**src/rtl/ts_token_sched_if.sv**
```systemverilog
// Configuration, queue handshake and status bundle for the time-slot / token-bucket scheduler.
// The slave side belongs to the scheduler; the master side belongs to the update logic and egress queue.
interface ts_token_sched_if #(
  parameter int SLOT_ID_W = 8
);
  logic [31:0]          in_time_slot_period;
  logic [31:0]          in_token_bucket_para;
  logic                 in_beacon_update;
  logic                 in_pkt_req;
  logic [7:0]           in_pkt_len;
  logic                 in_pkt_done;
  logic                 out_pkt_grant;
  logic                 out_slot_pulse;
  logic [SLOT_ID_W-1:0] out_slot_id;
  logic [31:0]          out_tokens;
  logic                 out_gate_open;
  logic                 out_busy;

  modport master (
    output in_time_slot_period, in_token_bucket_para, in_beacon_update,
           in_pkt_req, in_pkt_len, in_pkt_done,
    input  out_pkt_grant, out_slot_pulse, out_slot_id, out_tokens,
           out_gate_open, out_busy
  );

  modport slave (
    input  in_time_slot_period, in_token_bucket_para, in_beacon_update,
           in_pkt_req, in_pkt_len, in_pkt_done,
    output out_pkt_grant, out_slot_pulse, out_slot_id, out_tokens,
           out_gate_open, out_busy
  );
endinterface

```
**src/rtl/ts_token_sched.sv**
```systemverilog
// Time-slot and token-bucket scheduler: slot timer, per-slot token refill with boundary-aligned
// config updates, guard band ahead of each boundary, and a one-packet-at-a-time grant FSM.
module ts_token_sched #(
  parameter logic [31:0] BUCKET_MAX = 32'd64,
  parameter logic [15:0] GUARD_CYC  = 16'd8,
  parameter int          SLOT_ID_W  = 8
) (
  input logic            clk,
  input logic            rst_n,
  ts_token_sched_if.slave bus
);
  localparam logic [31:0] RST_PERIOD = 32'h0000_7a12;
  localparam logic [31:0] RST_PARA   = 32'd10;
  localparam logic [31:0] GUARD_W    = {16'd0, GUARD_CYC};

  typedef enum logic {IDLE_S, XMIT_S} state_t;

  state_t               state, state_nxt;
  logic                 upd_q, pending;
  logic [31:0]          sh_period, sh_para, act_period, act_para;
  logic [31:0]          slot_cnt, period_eff, tokens, tok_next;
  logic [SLOT_ID_W-1:0] slot_id;
  logic [7:0]           len_eff;
  logic [32:0]          tok_sum;
  logic                 slot_end, gate_open, grant_ok, grant_q, busy;

  assign period_eff = (act_period < 32'd2) ? 32'd2 : act_period;
  assign slot_end   = (slot_cnt == period_eff - 32'd1);
  // A guard band at least as long as the slot would starve the port, so it disables itself.
  assign gate_open  = (GUARD_W >= period_eff) || (slot_cnt < period_eff - GUARD_W);
  assign len_eff    = (bus.in_pkt_len == 8'd0) ? 8'd1 : bus.in_pkt_len;
  assign grant_ok   = (state == IDLE_S) && bus.in_pkt_req && gate_open &&
                      (tokens >= {24'd0, len_eff});

  // Deduct before adding; grant_ok guarantees the subtraction cannot go negative.
  assign tok_sum  = {1'b0, tokens}
                  - (grant_ok ? {25'd0, len_eff} : 33'd0)
                  + (slot_end ? {1'b0, act_para} : 33'd0);
  assign tok_next = (tok_sum > {1'b0, BUCKET_MAX}) ? BUCKET_MAX : tok_sum[31:0];

  // NOTE: state registers use non-blocking assignments so every flop samples pre-edge values.
  always_ff @(posedge clk or negedge rst_n) begin
    if (!rst_n) begin
      upd_q      <= 1'b0;
      pending    <= 1'b0;
      sh_period  <= RST_PERIOD;
      sh_para    <= RST_PARA;
      act_period <= RST_PERIOD;
      act_para   <= RST_PARA;
    end else begin
      upd_q <= bus.in_beacon_update;
      if (bus.in_beacon_update != upd_q) begin
        pending   <= 1'b1;
        sh_period <= bus.in_time_slot_period;
        sh_para   <= bus.in_token_bucket_para;
      end else if (slot_end) begin
        pending <= 1'b0;
      end
      if (slot_end && pending) begin
        act_period <= sh_period;
        act_para   <= sh_para;
      end
    end
  end

  always_ff @(posedge clk or negedge rst_n) begin
    if (!rst_n) begin
      slot_cnt <= '0;
      slot_id  <= '0;
      tokens   <= RST_PARA;
      grant_q  <= 1'b0;
    end else begin
      slot_cnt <= slot_end ? 32'd0 : slot_cnt + 32'd1;
      if (slot_end) slot_id <= slot_id + 1'b1;
      tokens  <= tok_next;
      grant_q <= grant_ok;
    end
  end

  always_ff @(posedge clk or negedge rst_n) begin
    if (!rst_n) state <= IDLE_S;
    else        state <= state_nxt;
  end

  // NOTE: every combinational output gets a default first, so no path can infer a latch.
  always_comb begin
    state_nxt = state;
    case (state)
      IDLE_S:  if (grant_ok)        state_nxt = XMIT_S;
      XMIT_S:  if (bus.in_pkt_done) state_nxt = IDLE_S;
      default:                      state_nxt = IDLE_S;
    endcase
  end

  always_comb begin
    busy = 1'b0;
    if (state == XMIT_S) busy = 1'b1;
  end

  assign bus.out_pkt_grant  = grant_q;
  assign bus.out_slot_pulse = slot_end;
  assign bus.out_slot_id    = slot_id;
  assign bus.out_tokens     = tokens;
  assign bus.out_gate_open  = gate_open;
  assign bus.out_busy       = busy;
endmodule
```
**src/flat_wrapper.sv**
```systemverilog
// flat-port wrapper written by rule: the top's interface ports become plain ports
module ts_token_sched_flat 
#(
  parameter logic [31:0] BUCKET_MAX = 32'd64,
  parameter logic [15:0] GUARD_CYC  = 16'd8,
  parameter int          SLOT_ID_W  = 8
)
  (clk, rst_n, bus_in_time_slot_period, bus_in_token_bucket_para, bus_in_beacon_update, bus_in_pkt_req, bus_in_pkt_len, bus_in_pkt_done, bus_out_pkt_grant, bus_out_slot_pulse, bus_out_slot_id, bus_out_tokens, bus_out_gate_open, bus_out_busy);
  ts_token_sched_if #(.SLOT_ID_W(SLOT_ID_W)) bus_i ();
  input logic clk;
  input logic rst_n;
  input wire logic [$bits(bus_i.in_time_slot_period)-1:0] bus_in_time_slot_period;
  input wire logic [$bits(bus_i.in_token_bucket_para)-1:0] bus_in_token_bucket_para;
  input wire logic [$bits(bus_i.in_beacon_update)-1:0] bus_in_beacon_update;
  input wire logic [$bits(bus_i.in_pkt_req)-1:0] bus_in_pkt_req;
  input wire logic [$bits(bus_i.in_pkt_len)-1:0] bus_in_pkt_len;
  input wire logic [$bits(bus_i.in_pkt_done)-1:0] bus_in_pkt_done;
  output wire logic [$bits(bus_i.out_pkt_grant)-1:0] bus_out_pkt_grant;
  output wire logic [$bits(bus_i.out_slot_pulse)-1:0] bus_out_slot_pulse;
  output wire logic [$bits(bus_i.out_slot_id)-1:0] bus_out_slot_id;
  output wire logic [$bits(bus_i.out_tokens)-1:0] bus_out_tokens;
  output wire logic [$bits(bus_i.out_gate_open)-1:0] bus_out_gate_open;
  output wire logic [$bits(bus_i.out_busy)-1:0] bus_out_busy;
  assign bus_i.in_time_slot_period = bus_in_time_slot_period;
  assign bus_i.in_token_bucket_para = bus_in_token_bucket_para;
  assign bus_i.in_beacon_update = bus_in_beacon_update;
  assign bus_i.in_pkt_req = bus_in_pkt_req;
  assign bus_i.in_pkt_len = bus_in_pkt_len;
  assign bus_i.in_pkt_done = bus_in_pkt_done;
  assign bus_out_pkt_grant = bus_i.out_pkt_grant;
  assign bus_out_slot_pulse = bus_i.out_slot_pulse;
  assign bus_out_slot_id = bus_i.out_slot_id;
  assign bus_out_tokens = bus_i.out_tokens;
  assign bus_out_gate_open = bus_i.out_gate_open;
  assign bus_out_busy = bus_i.out_busy;
  ts_token_sched #(.BUCKET_MAX(BUCKET_MAX), .GUARD_CYC(GUARD_CYC), .SLOT_ID_W(SLOT_ID_W)) u_core (.clk(clk), .rst_n(rst_n), .bus(bus_i));
endmodule
```
**config.mk**
```make
export PLATFORM = sky130hd
export DESIGN_NAME = ts_token_sched_flat
export DESIGN_NICKNAME = d
export VERILOG_FILES = /design/src/rtl/ts_token_sched_if.sv /design/src/rtl/ts_token_sched.sv /design/src/flat_wrapper.sv
export SDC_FILE = /design/constraint.sdc
export NUM_CORES = 1
export LEC_CHECK = 0
export BUFFER_PORTS_ARGS = -buffer_cell sky130_fd_sc_hd__buf_2
export CAP_MARGIN = 20
export CORE_MARGIN = 3
export CORE_UTILIZATION = 50
export DETAILED_ROUTE_END_ITERATION = 7
export MAX_ROUTING_LAYER = met4
export PLACE_DENSITY = 0.7
export SLEW_MARGIN = 25
export SYNTH_ARGS = -nofsm -noshare
export SYNTH_HDL_FRONTEND = slang
export SYNTH_SLANG_ARGS = --single-unit
```
**constraint.sdc**
```tcl
create_clock -name clk -period 9.93 [get_ports clk]
set_input_delay 1.986 -clock clk [delete_from_list [all_inputs] [get_ports clk]]
set_output_delay 1.986 -clock clk [all_outputs]
set_load 0.005 [all_outputs]
```
# Word level (Yosys, flattened, before mapping)
# Index checks and enable logic that the tools add are counted.
# Widths: inputs -> output; s select.
word_totals:
  latchBits: 0
  output_inout_bits: 44
  in_bits: 77
  ramBits: 0
  n_memories: 0
  rom_bits: 0
  reg_bits: 204
op_classes:
  n_mux: 12
  magnitude_cmp: 5
  n_shift: 0
  mul: 0
  div: 0
  n_eq_ne: 2
  bitwise: 1
  n_addsub: 6
  reduce_logical: 7
op_table:
  columns: ["operator", "n"]
  rows:
  - ["$mux 32", 4]
  - ["$add 33x33->33", 1]
  - ["$gt 33x7->1 const B", 1]
  - ["$sub 32x33->33", 1]
  - ["$add 32x1->32 const B", 1]
  - ["$eq 32x32->1", 1]
  - ["$ge 32x8->1", 1]
  - ["$ge 4x32->1 const A", 1]
  - ["$lt 32x2->1 const B", 1]
  - ["$lt 32x32->1", 1]
  - ["$sub 32x1->32 const B", 1]
  - ["$sub 32x4->32 const B", 1]
  - ["$mux 8", 2]
  - ["$add 8x1->8 const B", 1]
  - ["$logic_not 8->1", 1]
  - ["$mux 1", 5]
  - ["$logic_and 1x1->1", 4]
  - ["$pmux 1 s2", 1]
  - ["$reduce_bool 2->1", 1]
  - ["$logic_or 1x1->1", 1]
  - ["$ne 1x1->1", 1]
  - ["$not 1->1", 1]

# Depth between registers and ports, before layout
# Gate-level depths: netlist of run 1.
logic_depth:
  depth_word: 12
  ltp_mapped: 32
  ltp_nobuf: 31

# Least setup slack after synthesis of run 1
# OpenSTA, ideal clock, no wires.
synth_path:
  path_type: "reg-to-reg"
  startpoint: "register u_core.act_period[8]"
  endpoint: "register u_core.tokens[6], in the netlist u_core.bus.out_tokens[6]"
  setup_slack_ps: 2389
  t_arrival_ps: 7409
  stages_incl_launch_ff: 30
  cell_sequence: "dfrtp_1 buf_2 nor4_4 nand3_2 or3_1 o31ai_1 ha_1 nor3b_1 nand4_1 nor3_1 mux2_2 nand2_1 or4_1 nor4_2 buf_2 buf_2 nand2_1 ha_1 inv_1 ha_1 buf_2 nand4_1 nor3_1 a2111o_1 o21ai_0 or4_1 or4_1 nor4_1 nand4_1 or3_1"
synth_via:
  elab_chain_len: 12
  elab_cells_between_ends: 16
synth_rtl:
  columns: ["item", "line_no", "text"]
  rows:
  - ["start, declared", "ts_token_sched.sv:20", "logic [31:0] sh_period, sh_para, act_period, act_para;"]
  - ["start signal, assigned", "ts_token_sched.sv:60", "act_period <= sh_period;"]
  - ["$lt 32x2->1", "ts_token_sched.sv:27", "assign period_eff = (act_period < 32'd2) ? 32'd2 : act_period;"]
  - ["$mux 32 (*)", "ts_token_sched.sv:27", null]
  - ["$sub 32x4->32", "ts_token_sched.sv:30", "assign gate_open = (GUARD_W >= period_eff) || (slot_cnt < period_eff - GUARD_W);"]
  - ["$lt 32x32->1", "ts_token_sched.sv:30", null]
  - ["$logic_or 1x1->1", "ts_token_sched.sv:30", null]
  - ["$logic_and 1x1->1 (2 in a row)", "ts_token_sched.sv:32", "assign grant_ok = (state == IDLE_S) && bus.in_pkt_req && gate_open &&"]
  - ["$mux 8", "ts_token_sched.sv:37", "- (grant_ok ? {25'd0, len_eff} : 33'd0)"]
  - ["$sub 32x33->33", "ts_token_sched.sv:37", null]
  - ["$add 33x33->33 (*)", "ts_token_sched.sv:38", "+ (slot_end ? {1'b0, act_para} : 33'd0);"]
  - ["$gt 33x7->1", "ts_token_sched.sv:39", "assign tok_next = (tok_sum > {1'b0, BUCKET_MAX}) ? BUCKET_MAX : tok_sum[31:0];"]
  - ["$mux 32 (*)", "ts_token_sched.sv:39", null]
  - ["via u_core.tok_next[6]", "ts_token_sched.sv:21", "logic [31:0] slot_cnt, period_eff, tokens, tok_next;"]
  - ["end signal, assigned", "ts_token_sched.sv:75", "tokens <= tok_next;"]
  - ["end, declared", "ts_token_sched.sv:21", null]
# Mark *: on every way through the listed nets, which the timed path passes. The rest lies on a longest branch.
# A chain may end at the register's enable or synchronous reset.

# Worst setup path in the final report of run 1
layout_path:
  startpoint: "register u_core.act_period[21]"
  endpoint: "register u_core.tokens[0], in the netlist u_core.bus.out_tokens[0]"
# Same word-level chain as after synthesis.

==> reports/results.ini, run 1 <==
[worst_hold_path]
hp-class=reg -> reg

[critical_path]
critPathTopFamily=simple AND/OR/NAND/NOR gates
start_kind=register
cp_slowest_stage_delay_ns=0.57
end_kind=register
path_buf_inv=2
critPathRequiredTime_ns=10.30
slowest_stage=nor3_1
crit_arrival_ns=9.23
path_class=reg -> reg
critPathMaxFanout=74

[floorplan]
io_pins=121
fp.coreArea_mm2=0.02613
start_util_pct=51.09
die_area_mm2=0.02870
die_h_um=169.4
floorplan.die.width_um=169.4
rows=59

[drt]
viasPerCell=5.700
drtPass1Iterations=5
wl_mm=33.66
vias=10350
drc_errors=0
route.antenna.remaining_nets=0
drtIter0Drc=567
routedWlPerCell_um=18.54

[sta]
finalMaxSlewViolations=0
maxSlewHeadroom_pct=27.13
tightest_slew_ns=1.086
finalHoldViolations=0
finalClockSkew_ns=0.03256
setup_viol=0
setup_tns_ns=0
rsz0062_at_grt=no
timing.fmax_mhz=112.9
post-route-min-period_ns=8.860
post-route-period-util_pct=89.23

[synth]
ys_ff_latch=204
ys_top_cells_by_area=dfrtp_1 (34%), ha_1 (9.5%), mux2_2 (5.8%)
ys_warn_count=0
yosysSeqAreaShare_pct=38.43
syn_area_mm2=0.01335
syn_avg_cell_area_um2=9.941
synthArstFlopShare_pct=100.0
synthFlopType=dfrtp_1
yosysTopAreaCellShare_pct=34.49
synth_cell_types=80
syn_inst=1343
synth-edff-count=0
synth_top_cell_by_area=dfrtp_1

[global_routing]
grt_max_degree=75
grt_pass1_vias=10070
antenna_found_initial=0
grt_pass1_wl_mm=54.42
grt_usage_pct=24.16
grt_overflow=0

[run]
cap_violations=0

[power_and_ir_drop]
ir_drop_v=0.0001211
p_leak_nw=6.976
power.density_mw_per_mm2=148.2

[clock_tree]
clk_pin_slew_ns=0.06
cts_buffers=23
cts_tree=yes
postCtsHoldBufs=0
clkLatencyLatePin_ns=0.52
cts_buffer_depth=3
root_buffer=clkbuf_16
cts.sinks=204
htreeDepth=1
post_cts_buffers=0

[cells_and_area]
drive_gt1_share_pct=18.78
n_antenna_cell=0
final_cells=1815
syn2layout_area_growth_pct=12.69
nets=1651

[place]
dpl.hpwl_mm=25.64
routabilityCongestion=0.9623
dp_cells=1775
portBuffers=120

[status]
status=finished, final reports clean

worst paths after layout:
check                                           from                        end  slack (ns)  cells past startpoint
max in group asynchronous                      rst_n       u_core.act_period[5]        6.59                      3
min in group asynchronous                      rst_n          u_core.sh_para[2]        1.41                      1
hold / removal             u_core.bus.out_slot_id[7]  u_core.bus.out_slot_id[7]        0.48                      1
setup / recovery               u_core.act_period[21]   u_core.bus.out_tokens[0]        1.07                     26
setup reg to reg               u_core.act_period[21]   u_core.bus.out_tokens[0]        1.07                     26
hold reg to reg            u_core.bus.out_slot_id[7]  u_core.bus.out_slot_id[7]        0.48                      1
report_power, final:
part	total [W]	internal [W]	switching [W]
Combinational	0.000418	0.000185	0.000233
Sequential	0.000977	0.000911	0.0000660
Clock	0.000834	0.000502	0.000332
Total	0.00223	0.00160	0.000631
cell families (layout without fill, tap and decap cells):
family | after synthesis | in the layout | synth area share [%]
other cells | 1 | 25 | 0.02809
simple gates | 394 | 394 | 16.13
fa+ha+maj | 109 | 109 | 10.67
mux | 135 | 135 | 11.35
xor+xnor | 117 | 117 | 7.676
compound gates | 214 | 214 | 10.42
buf+inv | 169 | 282 | 5.305
flops | 204 | 204 | 38.43
per-stage QoR:
| stage | power (W) | setup WS, ns | area (µm²) | hold WS (ns) | util (%) |
|---|---|---|---|---|---|
| after floorplan | 0.001267 | 2.389 | 13440 | 0.4541 | - |
| after global placement | 0.001397 | 1.082 | 14300 | 0.4571 | 54.71 |
| after detailed placement | 0.001405 | 0.8050 | 14300 | 0.4691 | 54.71 |
| after CTS | 0.002251 | 0.7950 | 15040 | 0.4776 | 57.54 |
| after global routing | 0.002345 | 0.2778 | 15040 | 0.4927 | 57.57 |
| final | 0.002229 | 1.070 | 15040 | 0.4756 | 57.57 |
final cells by class:
type	instances	area (µm²)
Tap cell	335	419.2
Multi-Input combinational cell	994	7640
Clock inverter	7	95.09
Fill cell	2375	11090
Timing Repair Buffer	129	693.2
Inverter	113	424.2
Sequential cell	204	5130
Clock buffer	33	643.1
sequential cells by signal, indices dropped and copies added (netlist names), 8 cells and up:
name and count:
u_core.sh_period 32, u_core.act_period 32, u_core.sh_para 32, u_core.act_para 32
u_core.slot_cnt 32, u_core.bus.out_slot_id 8, u_core.bus.out_tokens 32
cells in the mapped netlist, types with 9 or more instances:
library cell	number
or4_1	10
dfrtp_1	184
and2_1	10
mux2_1	62
nand4_1	27
a31oi_1	11
a21o_1	15
inv_1	113
nor2_1	80
dfstp_2	20
mux2_2	69
clkbuf_1	32
and3_1	17
xor2_1	58
ha_1	101
a21oi_1	63
o21a_1	10
o211ai_1	9
nand3_1	43
buf_2	14
nor4_1	17
o21ai_0	39
xnor2_1	59
or3_1	12
nand2b_1	16
nand2_1	86
nor3_1	31
placed cells by master (no fill, tap or decap), types with 59 or more instances in the layout:
| cell type | Yosys | routed |
|---|---|---|
| a21oi_1 | 63 | 63 |
| buf_2 | 14 | 119 |
| dfrtp_1 | 184 | 184 |
| ha_1 | 101 | 101 |
| inv_1 | 113 | 113 |
| mux2_1 | 62 | 62 |
| mux2_2 | 69 | 69 |
| nand2_1 | 86 | 86 |
| nor2_1 | 80 | 80 |
| xnor2_1 | 59 | 59 |
metal layers:
layer  global-route usage [%]  share of wire, %
met4                    5.512               2.2
met2                    35.25                42
met1                    36.04                50
met3                    3.098               5.6
met5                        -                 0
timing repair:
item | 4_1_cts | 5_1_grt
resized for setup | 0 | 1
hold endpoints to repair | 0 | 0
endpoints found under the setup margin | 0 | 1
No activity file was read; power rests on OpenSTA's default activity.
==> run 2, diff against run 1 <==
--- a/config.mk
+++ b/config.mk
@@ -7,11 +7,13 @@
 export LEC_CHECK = 0
 export BUFFER_PORTS_ARGS = -buffer_cell sky130_fd_sc_hd__buf_2
 export CAP_MARGIN = 20
+export CELL_PAD_IN_SITES_DETAIL_PLACEMENT = 1
+export CELL_PAD_IN_SITES_GLOBAL_PLACEMENT = 2
 export CORE_MARGIN = 3
-export CORE_UTILIZATION = 50
+export CORE_UTILIZATION = 39
 export DETAILED_ROUTE_END_ITERATION = 7
 export MAX_ROUTING_LAYER = met4
-export PLACE_DENSITY = 0.7
+export PLACE_DENSITY = 0.82
 export SLEW_MARGIN = 25
 export SYNTH_ARGS = -nofsm -noshare
 export SYNTH_HDL_FRONTEND = slang
==> run 2 against run 1 <==
  * Power up 3.9%
  * Utilization shrank 12 points
  * Global-route usage is 2.1 points lower
  * Clock skew is 0.013 ns lower
  * Sequential power up 0.7%
  * Critical endpoint is now u_core.bus.out_tokens[4]
  * Largest cell class unchanged
==> reports/results.ini, run 2 (synthesis results as in run 1) <==
[cells_and_area]
n_antenna_cell=0  ; unchanged
nets=1653  ; +0.12%
final_cell_mix=dfrtp_1 (184), buf_2 (119), inv_1 (113)
layout_commonest_cell=dfrtp_1
syn2layout_area_growth_pct=14.23
drive_gt1_share_pct=18.78  ; about the same
post-route-util_pct=45.36  ; -12 points
final_cells=1934  ; +6.6%

[power_and_ir_drop]
combinationalPowerShare_pct=18.4  ; -0.4 points
switching_power_w=0.0006661  ; +5.5%
seqPwrFrac_pct=42.5  ; -1.3 points
ir_drop_v=0.0001218  ; +0.56%
clkPwrFrac_pct=39.1  ; +1.7 points
power.density_mw_per_mm2=151.9  ; +2.5%
p_leak_nw=7.008  ; +0.46%
power_w=0.002316  ; +3.9%
p_int_w=0.001650  ; +3.3%
power_switching_share_pct=28.76  ; +0.44 points

[clock_tree]
cts_buffers=25  ; +8.7%
clk_pin_slew_ns=0.06  ; about the same
post_cts_buffers=0  ; unchanged
htreeDepth=1  ; unchanged
cts-resized-gates=0  ; unchanged
cts_buffer_depth=3  ; unchanged
root_buffer=clkbuf_16
postCtsHoldBufs=0  ; unchanged
cts_tree=yes
cts.sinks=204  ; unchanged
clkLatencyLatePin_ns=0.53  ; about the same

[drt]
top_layer=met4
routedWlPerCell_um=20.26  ; +9.3%
vias=10540  ; +1.9%
drtPass1Iterations=5  ; unchanged
wl_met1_mm=19.05  ; +13%
wl_met3_mm=1.438  ; -23%
drtIter0Drc=553  ; -2.5%
route.antenna.remaining_nets=0  ; unchanged
viasPerCell=5.450  ; -4.4%
wl_met2_mm=17.69  ; +24%
wl_mm=39.18  ; +16%
drc_errors=0  ; unchanged

[floorplan]
die_area_mm2=0.03649  ; +27%
floorplan.die.width_um=191.0  ; +13%
io_pins=121  ; unchanged
fp.coreArea_mm2=0.03362  ; +29%
rows=67  ; +14%
die_h_um=191.0  ; +13%
start_util_pct=39.71  ; -11 points

[critical_path]
critPathMaxFanout=74  ; unchanged
path_cells=nor3_2, nand4_1, or3_1, o31ai_1, ha_1, nor3b_1, nand4_1, nor3_1, mux2_2, nand2_1, or4_1, nor4_4, buf_12, and2_1, fa_1, ha_1, a2111o_1, o21ai_1, nand3_1, a211o_1, or4_1, nor4_1, nand4_1, nor4_1
critPathTopFamily=simple AND/OR/NAND/NOR gates
path_buf_inv=1  ; -1
crit_arrival_ns=9.46  ; +0.23 ns
end_kind=register
critPathRequiredTime_ns=10.32  ; +0.02 ns
start_kind=register
rr_endpoint=u_core.bus.out_tokens[4]
reg2reg_slack_ns=0.86  ; -0.21 ns
path_common_cell=nand4_1
reg2reg_from=u_core.act_period[5]
reg2regPathDepth=24  ; -7.7%
slowest_stage=nor3b_1
cp_slowest_stage_delay_ns=0.61  ; +0.04 ns
path_class=reg -> reg

[sta]
finalClockSkew_ns=0.01975  ; -0.01281 ns
timing.fmax_mhz=110.3  ; -2.3%
maxSlewHeadroom_pct=40.13  ; +13 points
tightest_slew_ns=0.8967  ; -0.1898 ns
rsz0062_at_grt=no
post-route-period-util_pct=91.34  ; +2.1 points
setup_viol=0  ; unchanged
finalMaxSlewViolations=0  ; unchanged
finalHoldViolations=0  ; unchanged
setup_tns_ns=0  ; unchanged
post-route-min-period_ns=9.070  ; +0.2096 ns

[worst_hold_path]
whs_endpoint=u_core.bus.out_slot_id[7]
hold_depth=1  ; unchanged
hp-start=u_core.bus.out_slot_id[7]
hp-class=reg -> reg

[place]
routabilityCongestion=0.9177  ; -4.6%
dpl.hpwl_mm=30.25  ; +18%
dp_cells=1888  ; +6.4%
portBuffers=120  ; unchanged

[global_routing]
grt_max_degree=85  ; +13%
grt_usage_pct=22.10  ; -2.1 points
grt_pass1_vias=10880  ; +8.0%
grt_pass1_wl_mm=62.13  ; +14%
grt_overflow=0  ; unchanged
antenna_found_initial=1  ; +1

[status]
status=finished, final reports clean

[run]
cap_violations=0  ; unchanged

## run 2: metal layers
metal  global-route usage, %  vias up
met5                       -        -
met4                   5.532        0
met3                   2.091       55
met2                   34.38      201
met1                   31.21     5317
li1                        -     4967
## run 2: power by group through the flow
stage | logic (W) | clock network, W | registers, W
2_1_floorplan | 0.000312 | 0 | 0.000955
3_3_place_gp | 0.000415 | 0 | 0.000995
3_5_place_dp | 0.000425 | 0 | 0.000999
4_1_cts | 0.000429 | 0.000940 | 0.000985
5_1_grt | 0.000478 | 0.000975 | 0.000995
6_report | 0.000426 | 0.000906 | 0.000984
## run 2: cell type report
type / instances / area, µm²
fillers: 3829 / 18370
multi-input cells: 994 / 7630
flip-flops and latches: 204 / 5130
clock buffers: 36 / 676.9
inverters: 113 / 424.2
repair buffers: 129 / 689.4
clock inverters: 10 / 138.9
well taps: 448 / 560.5
## run 2: how the worst max path moves through the flow
stage / startpoint / endpoint / slack [ns] / depth (start not counted)
after floorplan: u_core.act_period[8] / u_core.bus.out_tokens[6] / 2.39 / 29
after global placement: u_core.act_period[5] / u_core.bus.out_tokens[4] / 1.18 / 24
after detailed placement: u_core.act_period[5] / u_core.bus.out_tokens[6] / 1.02 / 24
after CTS: u_core.act_period[5] / u_core.bus.out_tokens[6] / 0.96 / 24
after global routing: u_core.act_period[5] / u_core.bus.out_tokens[6] / 0.21 / 26
final: u_core.act_period[5] / u_core.bus.out_tokens[4] / 0.86 / 24
## run 2: per-stage QoR
step                      setup WS [ns]  hold WS, ns  cell area [µm²]
after floorplan                   2.389       0.4541            13440
after global placement            1.178       0.4589            14430
after detailed placement          1.016       0.4593            14430
after CTS                        0.9641       0.4700            15250
after global routing             0.2073       0.4794            15250
final                            0.8602       0.4626            15250
==> run 3, diff against run 2 <==
--- a/config.mk
+++ b/config.mk
@@ -9,8 +9,10 @@
 export CAP_MARGIN = 20
 export CELL_PAD_IN_SITES_DETAIL_PLACEMENT = 1
 export CELL_PAD_IN_SITES_GLOBAL_PLACEMENT = 2
+export CORE_ASPECT_RATIO = 0.8
 export CORE_MARGIN = 3
 export CORE_UTILIZATION = 39
+export CTS_BUF_LIST = sky130_fd_sc_hd__clkbuf_16
 export DETAILED_ROUTE_END_ITERATION = 7
 export MAX_ROUTING_LAYER = met4
 export PLACE_DENSITY = 0.82
==> run 3 against run 2 <==
  * Sequential power down 0.4%
  * Largest cell class unchanged
  * Register-to-register slack worse by 0.16 ns
  * Cell area down 0.94%
  * Power down 5.9%
  * Routed wire length down 1.2%
  * Utilization up 0.21 points
  * Sequential cell count unchanged
  * Highest routed layer unchanged
  * Worst setup slack worse by 0.16 ns
  * Count of clock-buffer cells in the layout down 13
  * Clock skew down 0.010 ns
  * First-iteration DRC count up 12%
  * Non-clock buffer count up 1
  * Critical path type unchanged
==> reports/results.ini, run 3 (synthesis results as in run 1) <==
[place]
dpl.hpwl_mm=29.77  ; -1.6%
portBuffers=120  ; unchanged
dp_cells=1868  ; -1.1%
routabilityCongestion=0.9221  ; +0.48%

[critical_path]
crit_arrival_ns=9.59  ; +0.13 ns
critPathRequiredTime_ns=10.29  ; -0.03 ns
start_kind=register
critPathMaxFanout=74  ; unchanged
path_class=reg -> reg
rr_endpoint=u_core.bus.out_tokens[4]
reg2reg_slack_ns=0.70  ; -0.16 ns
end_kind=register
reg2regPathDepth=26  ; +8.3%
reg2reg_from=u_core.act_period[25]

[sta]
finalHoldViolations=0  ; unchanged
setup_tns_ns=0  ; unchanged
rsz0062_at_grt=no
finalClockSkew_ns=0.009385  ; -0.01037 ns
finalMaxSlewViolations=0  ; unchanged
maxSlewHeadroom_pct=24.43  ; -16 points
timing.fmax_mhz=108.3  ; -1.7%
setup_viol=0  ; unchanged
post-route-period-util_pct=92.95  ; +1.6 points
tightest_slew_ns=1.123  ; +0.2266 ns
post-route-min-period_ns=9.230  ; +0.1602 ns

[clock_tree]
cts_tree=yes
cts.sinks=204  ; unchanged
clkLatencyLatePin_ns=0.52  ; about the same
post_cts_buffers=0  ; unchanged
clk_pin_slew_ns=0.06  ; about the same
root_buffer=clkbuf_16
cts-resized-gates=0  ; unchanged
cts_buffers=23  ; -8.0%
htreeDepth=1  ; unchanged
postCtsHoldBufs=0  ; unchanged
cts_buffer_depth=3  ; unchanged

[global_routing]
grt_max_degree=90  ; +5.9%
grt_pass1_wl_mm=61.96  ; -0.27%
gr-usage-met1_pct=33.58  ; +2.4 points
busiest_layer=met1
met3_usage_pct=2.972  ; +0.88 points
grt_use_met2_pct=32.13  ; -2.2 points
grt_usage_pct=22.21  ; +0.12 points
antenna_found_initial=0  ; -1
grt_overflow=0  ; unchanged
grt_pass1_vias=10870  ; -0.055%

[floorplan]
start_util_pct=40.28  ; +0.56 points
die_area_mm2=0.03650  ; about the same
fp.coreArea_mm2=0.03315  ; -1.4%
die_h_um=171.5  ; -10%
floorplan.die.width_um=212.9  ; +11%
rows=59  ; -12%
io_pins=121  ; unchanged

[cells_and_area]
syn2layout_area_growth_pct=13.15
nets=1652  ; -0.060%
final_cell_mix=dfrtp_1 (184), buf_2 (119), inv_1 (116)
n_antenna_cell=0  ; unchanged
drive_gt1_share_pct=18.83  ; +0.051 points
final_cells=1909  ; -1.3%
layout_commonest_cell=dfrtp_1

[run]
cap_violations=0  ; unchanged

[worst_hold_path]
whs_endpoint=u_core.act_para[17]
hp-start=u_core.sh_para[17]
hp-class=reg -> reg
hold_depth=1  ; unchanged

[drt]
routedWlPerCell_um=20.28  ; about the same
drtIter0Drc=619  ; +12%
route.antenna.remaining_nets=0  ; unchanged
vias=10450  ; -0.84%
viasPerCell=5.475  ; +0.45%
drc_errors=0  ; unchanged
drtPass1Iterations=5  ; unchanged
wl_mm=38.71  ; -1.2%

[status]
status=finished, final reports clean

[power_and_ir_drop]
power.density_mw_per_mm2=144.3  ; -5.0%
ir_drop_v=0.0001117  ; -8.3%
p_leak_nw=6.961  ; -0.67%

run 3: cell types whose count changed in the layout (fill, tap and decap cells not counted), sizes merged:
| cell | before | now |
|---|---|---|
| inv | 115 | 116 |
| bufinv | 3 | 0 |
| clkbuf | 37 | 23 |
| buf | 128 | 130 |
| clkinv | 4 | 13 |
| clkinvlp | 1 | 2 |
run 3: per-stage QoR:
step / instance area, µm² / setup WS, ns / power (W) / hold WS [ns] / utilization [%]
global placement: 14420 / 0.9152 / 0.001410 / 0.4569 / 43.51
floorplan: 13440 / 2.389 / 0.001267 / 0.4541 / -
detailed placement: 14420 / 0.6184 / 0.001423 / 0.4731 / 43.51
CTS: 15080 / 0.5444 / 0.002209 / 0.4833 / 45.50
finish: 15110 / 0.7000 / 0.002179 / 0.4807 / 45.57
global route: 15110 / 0.02707 / 0.002307 / 0.4976 / 45.57
run 3: power by group:
part	internal [W]	leakage, nW	total, W	switching (W)
clock	0.000419	0.336	0.000767	0.000347
sequential	0.000911	2.46	0.000980	0.0000688
combinational	0.000187	4.17	0.000433	0.000246
total	0.00152	6.96	0.00218	0.000662
run 3: area by class of cell:
type / instances / area, µm²
Multi-Input combinational cell: 994 / 7660
Sequential cell: 204 / 5130
Tap cell: 427 / 534.3
Timing Repair Buffer: 130 / 698.2
Fill cell: 3808 / 18040
Inverter: 113 / 424.2
Clock inverter: 18 / 83.83
Clock buffer: 23 / 575.6
run 3: critical path, stage by stage, from the launching register on:
cell and delay [ns]:
dfrtp_1 0.51, nor4_2 0.61, nand2_2 0.26, or3_1 0.47, o31ai_1 0.31, ha_1 0.27
nor3b_2 0.35, nand4_1 0.34, or3b_1 0.46, o21ai_1 0.18, o31a_1 0.16, nand4b_1 0.15
nor4_4 0.39, buf_12 0.35, nand2_1 0.10, ha_1 0.28, inv_1 0.04, ha_1 0.37
a21oi_1 0.35, o211ai_1 0.12, a21boi_0 0.40, nor2_1 0.09, or4_1 0.54, or4_1 0.59
nor4_1 0.33, nand4_1 0.40, nor4_1 0.59
run 3: worst max-delay path by stage:
stage / start / to / depth (start not counted)
5_1_grt: u_core.act_period[8] / u_core.bus.out_tokens[4] / 26
2_1_floorplan: u_core.act_period[8] / u_core.bus.out_tokens[6] / 29
3_5_place_dp: u_core.act_period[5] / u_core.bus.out_tokens[4] / 26
6_report: u_core.act_period[25] / u_core.bus.out_tokens[4] / 26
4_1_cts: u_core.act_period[5] / u_core.bus.out_tokens[4] / 26
3_3_place_gp: u_core.act_period[5] / u_core.bus.out_tokens[3] / 24
run 3: routing by layer:
layer	vias up	wire length [µm]
met4	0	554
met3	34	1815
met2	201	16070
li1	4965	-
met5	-	0
met1	5251	20270
